File: config.mk
export PLATFORM = sky130hd
export DESIGN_NAME = motor_start_sequencer
export DESIGN_NICKNAME = d
export VERILOG_FILES = /design/src/rtl/motor_start_sequencer.sv
export SDC_FILE = /design/constraint.sdc
export NUM_CORES = 1
export LEC_CHECK = 0
export CORE_UTILIZATION = 53
export CTS_CLUSTER_SIZE = 30
export DETAILED_ROUTE_END_ITERATION = 6
export GPL_ROUTABILITY_DRIVEN = 0
export HOLD_SLACK_MARGIN = 0.05
export PLACE_DENSITY = 0.77
export SLEW_MARGIN = 20
export SYNTH_ARGS = -nofsm -noshare
export SYNTH_HDL_FRONTEND = slang
export SYNTH_SLANG_ARGS = --single-unit
export TNS_END_PERCENT = 30
File: constraint.sdc
create_clock -name CLK -period 2.3 [get_ports CLK]
set_clock_uncertainty 0.1 [all_clocks]
set_input_delay 0.575 -clock CLK [delete_from_list [all_inputs] [get_ports CLK]]
set_output_delay 0.575 -clock CLK [all_outputs]
set_load 0.005 [all_outputs]
File: src/rtl/motor_start_sequencer.sv
// -----------------------------------------------------------------------------
// motor_start_sequencer
//
// Start/stop sequencer for the two-motor drive stage. A start request plus a
// mode selection is turned into timed enables for MOTOR1 and MOTOR2:
//   - dual mode (MODO=1): MOTOR1 starts first, MOTOR2 joins RETARDO cycles later
//     and both stay on until a stop or a fault.
//   - alternate mode (MODO=0): the motors take turns. Each phase lasts T_ALT
//     cycles, and its first cycle is a dead band with both motors off.
// A fault always wins. From the fault state the sequencer returns to idle only
// after the fault has cleared and the start request has been released.
//
// Ports
//   CLK       in   1  system clock, rising edge
//   REINICIO  in   1  asynchronous reset, active low
//   ARRANQUE  in   1  start request (level)
//   PARO      in   1  stop request (level)
//   MODO      in   1  1 = dual staggered, 0 = alternating; latched at start
//   FALLA     in   1  external fault (level)
//   MOTOR1    out  1  enable for motor 1
//   MOTOR2    out  1  enable for motor 2
//   ESTADO    out  3  current state code
//   ALARMA    out  1  high while in the fault state
// -----------------------------------------------------------------------------
module motor_start_sequencer #(
  parameter int CNT_W   = 8,
  parameter int RETARDO = 4,
  parameter int T_ALT   = 6
) (
  input  logic       CLK,
  input  logic       REINICIO,
  input  logic       ARRANQUE,
  input  logic       PARO,
  input  logic       MODO,
  input  logic       FALLA,
  output logic       MOTOR1,
  output logic       MOTOR2,
  output logic [2:0] ESTADO,
  output logic       ALARMA
);

  typedef enum logic [2:0] {
    IDLE     = 3'd0,
    START_M1 = 3'd1,
    DUAL     = 3'd2,
    ALT_M1   = 3'd3,
    ALT_M2   = 3'd4,
    FAULT    = 3'd5
  } state_t;

  // Terminal counts. The counter is cleared on every state change, so it
  // never needs to count past these values.
  localparam logic [CNT_W-1:0] RET_LAST = CNT_W'(RETARDO - 1);
  localparam logic [CNT_W-1:0] ALT_LAST = CNT_W'(T_ALT - 1);

  state_t           state;
  state_t           state_next;
  logic [CNT_W-1:0] cnt;
  logic [CNT_W-1:0] cnt_next;
  logic             modo_q;
  logic             modo_next;

  // State register. Reset takes effect immediately, without waiting for a
  // clock edge, so the motors drop at once when REINICIO goes low.
  always_ff @(posedge CLK or negedge REINICIO) begin
    if (!REINICIO) begin
      state  <= IDLE;
      cnt    <= '0;
      modo_q <= 1'b0;
    end else begin
      state  <= state_next;
      cnt    <= cnt_next;
      modo_q <= modo_next;
    end
  end

  // Next-state logic. The fault input is checked first, then the stop
  // request, and only then the start request and the phase timers.
  always_comb begin
    state_next = state;
    cnt_next   = cnt;
    modo_next  = modo_q;

    if (FALLA) begin
      state_next = FAULT;
      cnt_next   = '0;
    end else begin
      case (state)
        IDLE: begin
          cnt_next = '0;
          // If start and stop arrive together, stop wins and the sequencer
          // stays idle.
          if (ARRANQUE && !PARO) begin
            modo_next  = MODO;
            state_next = MODO ? START_M1 : ALT_M1;
          end
        end

        START_M1: begin
          if (PARO) begin
            state_next = IDLE;
            cnt_next   = '0;
          end else if (cnt == RET_LAST) begin
            state_next = DUAL;
            cnt_next   = '0;
          end else begin
            cnt_next = cnt + CNT_W'(1);
          end
        end

        DUAL: begin
          cnt_next = '0;
          if (PARO) begin
            state_next = IDLE;
          end
        end

        ALT_M1: begin
          if (PARO) begin
            state_next = IDLE;
            cnt_next   = '0;
          end else if (cnt == ALT_LAST) begin
            state_next = ALT_M2;
            cnt_next   = '0;
          end else begin
            cnt_next = cnt + CNT_W'(1);
          end
        end

        ALT_M2: begin
          if (PARO) begin
            state_next = IDLE;
            cnt_next   = '0;
          end else if (cnt == ALT_LAST) begin
            state_next = ALT_M1;
            cnt_next   = '0;
          end else begin
            cnt_next = cnt + CNT_W'(1);
          end
        end

        FAULT: begin
          cnt_next = '0;
          // Leaving the fault state also requires the start request to be
          // released. A start request that is held through a fault must
          // never restart the motors on its own.
          if (!ARRANQUE) begin
            state_next = IDLE;
          end
        end

        default: begin
          state_next = IDLE;
          cnt_next   = '0;
        end
      endcase
    end
  end

  // Output decode. The outputs depend only on registered state, so there is
  // no path from the operator inputs to the motor drivers. Count zero of each
  // alternate phase is the dead cycle. DUAL can only be entered with modo_q
  // set, so gating MOTOR2 with modo_q changes nothing in normal operation; it
  // keeps a corrupted state from turning on both motors.
  always_comb begin
    MOTOR1 = (state == START_M1) || (state == DUAL) ||
             ((state == ALT_M1) && (cnt != '0));
    MOTOR2 = ((state == DUAL) && modo_q) ||
             ((state == ALT_M2) && (cnt != '0));
    ESTADO = state;
    ALARMA = (state == FAULT);
  end

endmodule
Word-level counts from Yosys, hierarchy flattened

Cells that the tools add are included.

Mux-type cells: 18
Eq/ne operators: 13
Reduce and logical (&&, ||, !) cells: 13
Bitwise operators: 1
$add $sub $neg: 1

Operators by type and width:

| operator                                                         | number |
|---|---|
| 8-bit 2-to-1 mux                                                 | 5 |
| 3-bit 2-to-1 mux                                                 | 10 |
| 3-bit case mux with 6 select lines                               | 1 |
| 8-bit case mux with 2 select lines                               | 1 |
| 4-bit != test (second input constant)                            | 3 |
| 3-bit != test (second input constant)                            | 3 |
| 8-bit by 1-bit adder with 8-bit output (second input constant)   | 1 |
| 8-bit by 2-bit == test with 1-bit output (second input constant) | 1 |
| 8-bit by 3-bit == test with 1-bit output (second input constant) | 1 |
| 8-bit nonzero test                                               | 1 |
| 3-bit by 2-bit == test with 1-bit output (second input constant) | 2 |
| 3-bit == test (second input constant)                            | 2 |
| 6-bit AND reduction                                              | 1 |
| 1-bit logical AND                                                | 4 |
| 3-bit by 1-bit == test with 1-bit output (second input constant) | 1 |
| 3-bit zero test                                                  | 1 |
| 1-bit logical OR                                                 | 3 |
| 3-bit AND reduction                                              | 1 |
| 2-bit 2-to-1 mux                                                 | 1 |
| 2-bit OR reduction                                               | 1 |
| 1-bit zero test                                                  | 1 |
| 1-bit NOT                                                        | 1 |

Logic and storage cells: 49
Input bits: 6
Register bits: 12

Logic depth before layout (Yosys ltp)

Gate-level depths: netlist of run 1.

Depth after elaboration: 5
Mapped depth: 6
Gate-level depth less buffers: 6

Worst setup path after synthesis of run 1

Ideal clock, no wire load.

Kind: input to register
Start point: input port PARO
End point: register state[1] (netlist: ESTADO[1])
Data required time: 2.078 ns
Setup time: 0.122 ns
Arrival: 1.493 ns
Stages on the path: 4
Path slack: 0.585 ns
Cell sequence: or4b_1 a31oi_1 a221oi_1 a32o_1

Longest elaborated chain between the ends: 4

RTL lines:

| item                                 | RTL line | RTL |
|---|---|---|
| start, declared                      | 33       | `input logic PARO,` |
| 1-bit zero test                      | 93       | `if (ARRANQUE && !PARO) begin` |
| 1-bit logical AND                    | 93       |  |
| 3-bit != test (no source line)       | n/a      |  |
| 6-bit AND reduction (no source line) | n/a      |  |
| end signal, assigned                 | 71       | `state <= state_next;` |
| end, declared                        | 56       | `state_t state;` |

Several ways; a longest one is shown, not always the timed one.
A chain may end at the register's enable or synchronous reset.

Worst setup path in the final report of run 1

Start point: register state[1] (netlist: ESTADO[1])
End point: output port ALARMA

Longest elaborated chain between the ends: 1

RTL lines:

| item          | RTL line | RTL |
|---|---|---|
| 3-bit == test | 171      | `ALARMA = (state == FAULT);` |
| end, declared | 39       | `output logic ALARMA` |

Every way passes these cells.

==> impl_metrics.toml, run 1 <==
[finish]
postLayoutCoreUtil_pct = 73.9
final_cells = 140
antenna_cells = 0
layout-drive-gt1-share_pct = 21.8
final_nets = 135
area_growth_pct = 26.4

[drt]
drt-total-wl_mm = 1.95
dr.max_layer_used = "met4"
dr.pass1.iters = 4
drt-initial-drc-count = 18
met3_length_um = 108
post-route-drc-count = 0
vias_per_cell = 5.84
wl_met2_um = 904
post_drt_wl_per_cell_um = 13.9
drt-met1-wl_um = 927
ant_nets = 0
via_count = 817

[worst_hold_path]
hold_class = "register to register"

[power]
p_leak_uw = 0.000507
p_comb_share_pct = 47.2
p_clk_share_pct = 20.6
pwr_density_cell_nw_per_um2 = 749
seq_power_share_pct = 32.2
switchingPower_uw = 300
switching_share_pct = 35.2
peakVddDrop_mv = 0.506
intPower_uw = 553

[yosys]
synth_seq_cells = 12
synthArstFlopShare_pct = 100
syn_inst = 98
synth_enable_flop_cells = 0
syn_avg_cell_area_um2 = 9.19
seq_area_frac_synth_pct = 33.3
syn_area_um2 = 901
yosys_warnings = 0
synth.net_count = 108
ys.flop_type = "dfrtp_1"
synth_cell_types = 40

[setup_path]
cp-end-kind = "output port"
cp_cell_sequence = "and2b_2 -> and2_1 -> clkdlybuf4s50_1"
crit_arrival_ps = 1560
path_max_fanout = 6
cp_slowest_cell = "clkdlybuf4s50_1"
max_stage_delay_ps = 490
critPathRequiredTime_ps = 1620
worstSetupPathType = "register to output port"
start_kind = "register"

[floorplan]
fp.dieW_um = 43.2
die_h_um = 43.2
start_util_pct = 58.4
rows = 14
io_pins = 12
die_area_um2 = 1870
core-area_um2 = 1540

[grt]
grt_max_degree = 13
antenna_found_initial = 0
grt_pass1_wl_mm = 3.43
overflow = 0
grt_pass1_vias = 782
grt_usage_pct = 24.8

[run_status]
status = "completed"

[sta]
max_freq_mhz = 448
slew_headroom_pct = 63.2
min_period_over_period_pct = 97.1
period_minus_slack_ps = 2230
setup_viol = 0
maxSlewViolCount = 0
hold_violations = 0
setup_slack_ps = 67.5
worst_slew_pin_slew_ps = 551
rsz0062_at_grt = "yes"

[clock_network]
clk_latency_ps = 280
numCtsBuffers = 3
clock_path_buffers = 2
hold_buffers = 0
clk_pin_slew_ps = 90
clock-root-buffer = "clkbuf_4"
h-tree-depth = 1
clkSinkCount = 12
cts_tree = "done"

[placed_design]
port_buffers = 11
dp_cells = 131
pre_cts_ws_ps = 65.2
hpwl_mm = 1.45

[job]
maxCapViolations = 0
-- power groups by stage --
stage	Sequential, uW	Clock, uW	Combinational, uW
6_report	275	176	403
5_1_grt	280	186	446
4_1_cts	273	174	386
3_5_place_dp	277	0	390
3_3_place_gp	275	0	385
2_1_floorplan	276	0	252
-- area by class of cell --
class / instances / area, um2
multi-input combinational: 78 / 551
fill: 107 / 403
sequential: 12 / 300
timing repair buffer: 25 / 213
clock buffer: 4 / 36.3
tap: 16 / 20.0
inverter: 5 / 18.8
-- synthesized netlist by cell type (2+ instances only) --
| cell | number | area share [%] |
|---|---|---|
| nand3_1 | 3 | 1.7 |
| xor2_1 | 3 | 2.9 |
| nand4b_1 | 2 | 1.9 |
| ha_1 | 4 | 5.6 |
| and2_1 | 4 | 2.8 |
| nand2_1 | 6 | 2.5 |
| clkbuf_8 | 2 | 3.1 |
| and3_1 | 2 | 1.4 |
| a211oi_1 | 4 | 3.3 |
| a21oi_1 | 2 | 1.1 |
| nor2_1 | 12 | 5.0 |
| nand2b_1 | 3 | 2.1 |
| nor3_1 | 2 | 1.1 |
| dfrtp_1 | 12 | 33 |
| mux2_2 | 2 | 2.5 |
| o21ai_1 | 2 | 1.1 |
| and2b_2 | 2 | 1.9 |
| xnor2_1 | 3 | 2.9 |
| a31oi_1 | 3 | 2.1 |
| inv_1 | 5 | 2.1 |
-- stage by stage --
| stage | hold WS, ps | instance area [um2] | TNS [ps] | power [uW] |
|---|---|---|---|---|
| CTS | 425 | 1130 | 0 | 834 |
| detailed placement | 406 | 1060 | 0 | 668 |
| global placement | 404 | 1060 | 0 | 661 |
| global route | 462 | 1140 | -11.2 | 912 |
| finish | 445 | 1140 | 0 | 853 |
| floorplan | 179 | 901 | 0 | 528 |
-- kinds of logic after synthesis --
family / synth area share [%]
AO/OA/AOI/OAI: 16.1
XOR/XNOR: 5.83
adder cells (fa/ha/maj): 5.56
buffers and inverters: 6.39
flip-flops: 33.3
multiplexers: 2.50
AND/OR/NAND/NOR: 30.3
-- registers in the layout (all words and copies together) (netlist names) --
signal / cells
cnt: 8
ESTADO: 3
modo_q: 1
-- path summary, 6_finish.rpt --
| path | startpoint | endpoint | slack (ps) | cells after the start |
|---|---|---|---|---|
| max in group asynchronous | REINICIO | cnt[3] | 1190 | 1 |
| max | ESTADO[1] | ALARMA | 70 | 3 |
| min | modo_q | modo_q | 450 | 1 |
| min in group asynchronous | REINICIO | ESTADO[2] | 550 | 1 |
| max reg2reg | cnt[0] | ESTADO[0] | 390 | 6 |
| min reg2reg | modo_q | modo_q | 450 | 1 |
-- layout by cell type, fill, tap and decap left out, types with 3 or more instances in the layout --
cell | netlist | final
a211oi_1 | 4 | 4
a31oi_1 | 3 | 3
and2_1 | 4 | 4
buf_4 | 0 | 14
clkbuf_4 | 0 | 3
clkdlybuf4s50_1 | 0 | 9
dfrtp_1 | 12 | 12
ha_1 | 4 | 4
inv_1 | 5 | 5
nand2_1 | 6 | 6
nand2b_1 | 3 | 3
nand3_1 | 3 | 3
nor2_1 | 12 | 11
xnor2_1 | 3 | 3
xor2_1 | 3 | 3
-- worst max-delay path: cells and delay by family (launching register included) --
kind	cells	cell delay (ps)
buf+inv	1	490
flops	1	430
simple gates	2	360
-- per-layer routing --
metal / vias to the layer above / global-route usage (%)
li1: 406 / -
met1: 384 / 31.9
met2: 25 / 41.5
met3: 2 / 6.38
met4: 0 / 6.06
met5: - / 0
-- what timing repair did --
| action | 4_1_cts | 5_1_grt |
|---|---|---|
| endpoints found under the setup margin | 2 | 2 |
| resized for setup | 3 | 1 |
| setup buffers | 4 | 1 |
| pin swaps | 3 | 0 |
Power figures use the tool's default switching activity.
==> run 2: changes to the inputs <==
CORE_MARGIN = 2   (was default)
GPL_TIMING_DRIVEN = 0   (was default)
RECOVER_POWER = 25   (was default)
==> impl_metrics.toml, run 2 (same netlist as run 1, synthesis figures left out) <==
[clock_network]
clock_path_buffers = 2
hold_buffers = 0
clock-root-buffer = "clkbuf_4"
clkSinkCount = 12
numCtsBuffers = 3
h-tree-depth = 1
clk_pin_slew_ps = 80
cts_tree = "done"
clk_latency_ps = 280

[setup_path]
path_max_fanout = 4
critPathRequiredTime_ps = 1620
worstSetupPathType = "register to output port"
r2r_slack_ps = 390
crit_arrival_ps = 1510
start_kind = "register"
cp-end-kind = "output port"

[power]
p_comb_share_pct = 46.0
p_clk_share_pct = 21.0
peakVddDrop_mv = 0.633
seq_power_share_pct = 33.0
switching_share_pct = 35.8
switchingPower_uw = 304
totalPowerFinal_uw = 849
pwr_density_cell_nw_per_um2 = 762
p_leak_uw = 0.000483
intPower_uw = 545

[placed_design]
dp_cells = 125
hpwl_mm = 1.42
port_buffers = 11
placed_cell_area_um2 = 1030

[sta]
hold_violations = 0
hold_slack_ps = 427
min_period_over_period_pct = 95.1
slew_headroom_pct = 59.3
rsz0062_at_grt = "no"
maxSlewViolCount = 0
period_minus_slack_ps = 2190
max_freq_mhz = 457
setup_viol = 0
worst_slew_pin_slew_ps = 609

[floorplan]
die_area_um2 = 2050
start_util_pct = 58.4
rows = 14
die_h_um = 45.2
core-area_um2 = 1540
fp.dieW_um = 45.2
io_pins = 12

[finish]
area_growth_pct = 23.8
final_cells = 134
layout_commonest_cell = "nor2_1"
layout-drive-gt1-share_pct = 19.5
top_register = "cnt"
largest_reg_flops = 8
final_area_um2 = 1110
mostFrequentLayoutCells = "nor2_1, dfrtp_1, clkdlybuf4s50_1, nand2_1"
final_nets = 129
antenna_cells = 0

[drt]
drt-initial-drc-count = 15
drt-met1-wl_um = 949
drt-total-wl_mm = 1.97
post_drt_wl_per_cell_um = 14.7
met3_length_um = 106
ant_nets = 0
vias_per_cell = 6.04
dr.pass1.iters = 4
via_count = 810
wl_met2_um = 891
post-route-drc-count = 0
dr.max_layer_used = "met4"

[grt]
grt_max_degree = 13
grt_pass1_vias = 721
grt_pass1_wl_mm = 3.22
overflow = 0
antenna_found_initial = 0
grt_usage_pct = 22.4

[job]
maxCapViolations = 0

[worst_hold_path]
hold_class = "register to register"

[run_status]
status = "completed"
[run 2: cell types whose count changed in the layout (fill, tap and decap cells not counted), moves of 2 or more]
cell | before | now
clkdlybuf4s50_1 | 9 | 7
buf_4 | 14 | 5
clkbuf_8 | 1 | 3
dfrtp_1 | 12 | 9
dfrtp_2 | 0 | 3
[run 2: critical path, stage by stage, from the launching register on]
cell and delay (ps):
dfrtp_2 450, nor3_4 200, nand4b_1 160, nor2_1 120, nor3_1 40, dlygate4sd2_1 260
[run 2: final timing paths]
check                         start        end  depth (start not counted)
setup / recovery             cnt[4]     MOTOR1                          5
hold / removal               modo_q     modo_q                          1
setup reg to reg             cnt[0]  ESTADO[0]                          6
hold reg to reg              modo_q     modo_q                          1
max in group asynchronous  REINICIO     cnt[4]                          1
min in group asynchronous  REINICIO  ESTADO[2]                          1
[run 2: what timing repair did]
action	CTS	global route
pin swaps	3	3
buffers inserted	3	2
setup endpoints to repair	3	2
gates resized for setup	5	4
[run 2: area by class of cell]
cell class / instances / area (um2)
plain buffers: 3 / 38.8
clock buffers: 4 / 36.3
fillers: 123 / 427
inverters: 5 / 18.8
multi-input cells: 78 / 552
flip-flops and latches: 12 / 304
well taps: 16 / 20.0
repair buffers: 16 / 145
[run 2: power groups by stage]
stage                     Sequential (uW)  Combinational (uW)  Clock, uW
after detailed placement              286                 393          0
final                                 280                 391        178
after global placement                282                 384          0
after global routing                  285                 429        186
after CTS                             280                 389        181
after floorplan                       276                 252          0
[run 2: stage by stage]
step / setup TNS, ps / utilization (%) / setup slack [ps]
after floorplan: 0 / - / 585
after global placement: -130 / 66.9 / -90.6
after detailed placement: -174 / 66.9 / -99.3
after CTS: 0 / 70.9 / 26.7
after global routing: 0 / 72.3 / 2.31
final: 0 / 72.3 / 113
[run 2: per-layer routing]
metal | global-route usage (%) | up-vias
met1 | 32.8 | 390
met3 | 2.80 | 3
li1 | - | 392
met5 | 0 | -
met2 | 32.6 | 25
met4 | 10.6 | 0
==> RTL change: new RTL, flow settings as in run 2 <==
The parameter `CNT_W` goes from 8 to 12.
--- a/src/rtl/motor_start_sequencer.sv
+++ b/src/rtl/motor_start_sequencer.sv
@@ -24,5 +24,5 @@
 // -----------------------------------------------------------------------------
 module motor_start_sequencer #(
-  parameter int CNT_W   = 8,
+  parameter int CNT_W   = 12,
   parameter int RETARDO = 4,
   parameter int T_ALT   = 6
Function: same outputs for any inputs over 10 cycles, from zero or initial values; that may be too few to reach the edited logic, so the function may still have changed.
==> RTL change against run 2 <==
- the flow now finishes with violations (negative setup slack)
- setup slack got worse by 0.26 ns
- final cell count increased by 19%
- synthesized area increased by 7.1%
- count of clock-buffer cells in the layout did not move
- die area up 6.5%
- sequential cell count is 4 higher
- final area rose by 13%
- wire length increased by 11%
- power is 17% higher
==> RTL change: results (changes against run 2) <==
| Metric | Value |
|---|---|
| Post-synthesis xor/xnor area fraction | 8.17% (+2.3 points) |
| Internal reg-to-reg setup slack | 0.13 ns (-0.26 ns) |
| Worst r2r dst | cnt[4] |
| Share of cells above drive strength 1 | 22.2% (+2.7 points) |
| Max IR drop VDD | 729 uV (+15%) |
| Placed Area | 0.00110 sq mm (+6.3%) |
| Vias in the first global route | 796 (+10%) |
| Violated checks | negative setup slack |
| Setup TNS | -0.289 ns (-0.289 ns) |
| Final setup violation count | 2 (+2) |
| Crit-path slowest cell | dfrtp_1 |
| Max reg flops | 12 (+4) |
| Critical path arrival | 1.77 ns (+0.26 ns) |
| Outcome | finished, violations left |
| Sequential area share after synthesis | 41.5% (+8.2 points) |
| Vias per cell | 5.51 (-8.9%) |
| CP Max Fanout | 2 (-2) |
| Post-synthesis adder-cell area fraction | 3.89% (-1.7 points) |
| Global-route wire length before repair | 3.71 mm (+15%) |
| Synth unique cells | 29 (-28%) |
| Leak Pwr | 0.522 nW (+8.0%) |
| Nets | 145 (+12%) |
| Setup slack after layout | -0.148 ns (-0.261 ns) |
| Post-synthesis mux area share | 4.28% (+1.8 points) |
| Drt first pass iters | 5 (+1) |
| Syn_nets | 120 (+11%) |
| Largest net degree at the start of global routing | 17 (+4) |
| WL/cell | 13.7 um (-7.2%) |
| Top cells by area, synth | dfrtp_1 42%, nor2_1 9.3%, xor2_1 5.4%, ha_1 3.9%, nand2_1 3.5% |
| Clock latency on the worst-skew pair | 0.31 ns (+0.03 ns) |
| Total track usage | 25.3% (+2.9 points) |
| Largest stage delay on the critical path | 0.40 ns (-0.05 ns) |
## RTL change: cell types whose count changed after synthesis, moves of 3 or more
cell	before	now
dfrtp_1	12	16
xor2_1	3	6
a211oi_1	4	0
nand2_1	6	9
and2_1	4	0
clkbuf_1	0	3
nor2_1	12	24
mux2i_1	0	3
a21oi_1	2	5
## RTL change: metal layers
metal,GRT usage (%),routed length [um],vias to the layer above
met5,0,0,-
met4,15.6,76,0
met3,3.92,61,7
met2,42.2,1140,18
met1,30.0,914,427
li1,-,-,429
## RTL change: layout make-up
type / instances / area, sq um
tap: 25 / 31.3
inverter: 4 / 15.0
fill: 134 / 468
sequential: 16 / 403
buffer: 5 / 40.0
multi-input combinational: 86 / 557
timing repair buffer: 20 / 176
clock buffer: 4 / 36.3
## RTL change: repair_timing
action	in CTS	in global routing
endpoints found under the hold margin	0	0
pin swaps	8	2
gates cloned	1	0
resized for setup	23	11
buffers inserted	13	2
endpoints found under the setup margin	3	18
## RTL change: cells by family (layout without fill, tap and decap cells)
logic type      Yosys count  count (layout)
flops                    16              16
fa+ha+maj                 3               3
buf+inv                   9              33
mux                       4               4
simple gates             59              59
xor+xnor                  9               9
compound gates           11              11
## RTL change: stage by stage
| stage | hold slack (ns) | utilization, % | power, mW | std cells |
|---|---|---|---|---|
| final | 0.425 | 72.9 | 0.998 | 160 |
| after CTS | 0.424 | 72.7 | 0.970 | 161 |
| after global routing | 0.437 | 72.9 | 1.06 | 160 |
| after floorplan | 0.179 | - | 0.601 | 111 |
| after detailed placement | 0.401 | 63.5 | 0.749 | 146 |
| after global placement | 0.390 | 63.5 | 0.746 | 146 |
## RTL change: worst register-to-register path: cells and delay by family (launching register included)
family          cells  cell delay [ns]
compound gates      2             0.47
simple gates        3             0.46
flops               1             0.40
buf+inv             5             0.65
